### src/rtl/countdown_timer.sv
// countdown_timer: loadable tick-driven down-counter with a one-cycle Done pulse at zero.
// Define COUNTDOWN_AUTO_RELOAD_EN for periodic mode (DONE reloads the last start value).
module countdown_timer #(
    parameter int WIDTH = 8
) (
    input  logic             clk,
    input  logic             rst,
    input  logic             Load_Valid,
    output logic             Load_Ready,
    input  logic [WIDTH-1:0] Load_Value,
    input  logic             Tick,
    input  logic             Abort,
    output logic [WIDTH-1:0] Count,
    output logic             Busy,
    output logic             Done
);
    typedef enum logic [1:0] {IDLE, COUNT, DONE} state_t;
    state_t state, state_nx;
    logic [WIDTH-1:0] count_nx, dec;
    logic load;
`ifdef COUNTDOWN_AUTO_RELOAD_EN
    logic [WIDTH-1:0] reload, reload_nx;
    assign reload_nx = load ? Load_Value : reload;
`endif
    assign dec        = Count - WIDTH'(1);
    assign Load_Ready = state == IDLE;
    assign Busy       = state != IDLE;
    assign Done       = state == DONE;
    assign load       = Load_Valid && Load_Ready;
    always_comb begin
        state_nx = state;
        count_nx = Count;
        case (state)
            IDLE: begin
                if (load) begin
                    state_nx = Load_Value != '0 ? COUNT : DONE;
                    count_nx = Load_Value;
                end
            end
            COUNT: begin
                if (Abort) begin
                    state_nx = IDLE;
                    count_nx = '0;
                end else if (Tick) begin
                    state_nx = Count == WIDTH'(1) ? DONE : COUNT;
                    count_nx = dec;
                end
            end
            DONE: begin
                state_nx = IDLE;
                count_nx = '0;
`ifdef COUNTDOWN_AUTO_RELOAD_EN
                // a zero reload would pulse Done forever, so it falls back to idle
                if (!Abort && reload != '0) begin
                    state_nx = COUNT;
                    count_nx = reload;
                end
`endif
            end
            default: begin
                state_nx = IDLE;
                count_nx = '0;
            end
        endcase
    end
    always_ff @(posedge clk) begin
        if (rst) begin
            state <= IDLE;
            Count <= '0;
`ifdef COUNTDOWN_AUTO_RELOAD_EN
            reload <= '0;
`endif
        end else begin
            state <= state_nx;
            Count <= count_nx;
`ifdef COUNTDOWN_AUTO_RELOAD_EN
            reload <= reload_nx;
`endif
        end
    end
endmodule

### config.mk
export PLATFORM = sky130hd
export DESIGN_NAME = countdown_timer
export DESIGN_NICKNAME = d
export VERILOG_FILES = /design/src/rtl/countdown_timer.sv
export SDC_FILE = /design/constraint.sdc
export NUM_CORES = 1
export LEC_CHECK = 0
export CAP_MARGIN = 40
export CORE_MARGIN = 2
export CORE_UTILIZATION = 38
export CTS_CLUSTER_DIAMETER = 50
export DETAILED_ROUTE_END_ITERATION = 6
export PLACE_DENSITY = 0.78
export SYNTH_ARGS = -nofsm -noshare
export SYNTH_HDL_FRONTEND = slang
export SYNTH_SLANG_ARGS = --single-unit
### constraint.sdc
create_clock -name clk -period 1.2 [get_ports clk]
set_input_delay 0.24 -clock clk [delete_from_list [all_inputs] [get_ports clk]]
set_output_delay 0.24 -clock clk [all_outputs]
set_load 0.05 [all_outputs]
==> out/qor.yml <==
run_status:
  status: "complete, but fails checks"
  violations: "negative setup slack"
timing:
  rsz0062_at_grt: "yes"
  max_freq_mhz: 730
  worst_slew_pin_slew_ns: 0.270
  fin_worst_skew_ns: 0.00485
  layout_setup_ws_ns: -0.171
  min_period_ns: 1.37
  setup_violations: 14
  fin_crit_sh_pct: 114
  hold_viol_final: 0
  final_max_slew_viol_count: 0
  relSlewSlack_pct: 81.9
routing:
  viasPerCell: 5.87
  ant_nets: 0
  routedWlPerCell_um: 18.3
  num_vias: 874
  drtPass1Iterations: 4
  dr.max_layer_used: "met4"
  drt-met1-wl_mm: 1.16
  drc: 0
  drtIter0Drc: 14
  drt_wl_total_mm: 2.73
  dr_wl_met2_mm: 1.37
  wl_met3_um: 117
yosys:
  ys_seq_area_share_pct: 30.5
  synth.net_count: 94
  ys_ff_latch: 10
  syn-instance-count: 79
  synth-edff-count: 0
  ys_types: 35
  avgSynthCellArea_um2: 8.30
  synth.cell_area_um2: 656
  ys_warn_count: 0
  synth_top_flop_cell: "dfxtp_1"
  ys_async_sr_fraction_pct: 0
setup_path:
  path_cells: "buf_6, nor2_4, buf_6, buf_12"
  r2r_end: "Count[6]"
  ff2ff_setup_slack_ns: -0.15
  cp-endpoint: "Load_Ready"
  critPathCaptureType: "primary output"
  critPathRequiredTime_ns: 0.96
  r2r.worst_path.cells: 4
  critPathKind: "reg2out"
  cp_slowest_cell: "dfxtp_2"
  crit_path_start: "state[0]"
  start_kind: "register"
  cp_common_cell: "buf_6"
  worstReg2RegStart: "state[0]"
  max_stage_delay_ns: 0.34
  crit_fanout: 4
  critPathArrivalTime_ns: 1.13
clock_network:
  cts.reportedPaths.clkPinSlew_ns: 0.08
  holdBufCountCts: 0
  cts_tree: "built"
  htree_levels: 1
  numCtsBuffers: 3
  clock_latency_ns: 0.28
  cts_buffer_depth: 2
  clock_sinks: 10
  cts_root_buf: "clkbuf_4"
finish:
  final_nets: 148
  fillers: 89
  drive_above_1_share_pct: 59.1
  fin_util_pct: 84.1
  antenna_cells: 0
  area_growth_pct: 114
placement:
  dp_hpwl_mm: 1.87
  gp_congestion: 0.822
  port_buffers: 23
power:
  ir_drop_mv: 0.756
  p_leak_nw: 0.578
  power_density_nw_per_um2: 1040
  finalPower_w: 0.00146
grt:
  globalRouteOverflowTotal: 0
  antenna_found_initial: 0
  grt_use_total_pct: 29.4
  grt_pass1_vias: 921
  grt_first_pass_wirelength_mm: 4.25
  grt_max_degree: 11
die:
  fp.dieArea_um2: 2070
  initial_utilization_pct: 39.3
  io_pins: 24
  coreArea_um2: 1670
  fp-row-count: 15
  dieHeight_um: 45.5
  dieWidth_um: 45.5
run:
  maxCapViolCount: 0
worst_hold_path:
  hp-class: "in2reg"
  min_path_cells: 3
-- layer usage --
layer | track usage, % | vias to the layer above
met5 | 0 | -
met4 | 17.1 | 0
met3 | 4.37 | 9
met2 | 46.2 | 32
met1 | 37.8 | 423
li1 | - | 410
-- kinds of logic after synthesis --
family / synth area share [%]
xor+xnor: 1.34
fa+ha+maj: 3.82
simple gates: 27.9
flops: 30.5
buf+inv: 7.06
compound gates: 29.4
-- synthesized netlist by cell type, types with 3 or more instances --
master	number	area, µm²
nor2_1	8	30.0
nor3_1	3	15.0
dfxtp_1	10	200
nor3b_2	3	37.5
a211oi_1	3	22.5
a21oi_1	7	35.0
inv_1	6	22.5
o21ai_1	5	25.0
-- layout make-up --
type	instances	area [µm²]	area share, %
multi-input combinational	59	523	37.2
sequential	10	229	16.3
clock buffer	4	36.3	2.58
inverter	6	31.3	2.23
timing repair buffer	53	564	40.2
tap	17	21.3	1.51
-- power breakdown --
part | switching, W | internal [W] | total [W]
Clock | 0.000154 | 0.000185 | 0.000338
Combinational | 0.000351 | 0.000365 | 0.000716
Sequential | 0.0000430 | 0.000361 | 0.000404
Total | 0.000547 | 0.000911 | 0.00146
-- repair_timing --
item | 4_1_cts | 5_1_grt
endpoints found under the setup margin | 15 | 13
setup buffers | 4 | 0
pin swaps | 13 | 2
gates resized for setup | 33 | 3
-- placed cells by master (no fill, tap or decap), types with 2 or more instances in the layout --
| master | n |
|---|---|
| dfxtp_4 | 7 |
| nor2_1 | 5 |
| nor3b_4 | 2 |
| dfxtp_2 | 2 |
| buf_6 | 6 |
| inv_4 | 2 |
| buf_12 | 10 |
| a21oi_1 | 6 |
| a32oi_1 | 2 |
| nand2_1 | 2 |
| or4_4 | 2 |
| inv_1 | 3 |
| a221oi_2 | 2 |
| nor2_4 | 2 |
| o21ai_1 | 5 |
| buf_4 | 25 |
| a211oi_2 | 2 |
| nor3_2 | 2 |
| dlygate4sd2_1 | 9 |
| clkdlybuf4s50_1 | 3 |
| clkbuf_4 | 3 |
| nor3b_2 | 2 |
-- registers in the layout, indices dropped and copies added, names as in the netlist --
name / flops
state: 2
Count: 8
-- worst min-delay path by stage --
stage                        startpoint       end  slack, ns
after detailed placement       Count[2]  Count[2]       0.52
after global routing      Load_Value[4]  Count[4]       0.50
after global placement         Count[2]  Count[2]       0.52
after floorplan           Load_Value[7]  Count[7]       0.41
final                     Load_Value[4]  Count[4]       0.47
after CTS                 Load_Value[4]  Count[4]       0.48
-- critical path, delay by kind of cell (launching register included) --
family | cells | cell delay, ns
buf+inv | 3 | 0.36
flops | 1 | 0.34
simple gates | 1 | 0.14
-- through the flow --
step / hold slack, ns / instance area, µm² / cells / setup slack [ns] / setup TNS (ns)
detailed placement: 0.521 / 1240 / 141 / -0.586 / -4.72
global placement: 0.515 / 1240 / 141 / -0.502 / -4.23
finish: 0.473 / 1410 / 149 / -0.171 / -1.29
floorplan: 0.406 / 729 / 79 / -0.155 / -0.450
global route: 0.497 / 1410 / 149 / -0.200 / -1.92
CTS: 0.475 / 1390 / 149 / -0.161 / -1.22
Note: power is estimated with default switching activity, not from simulation.
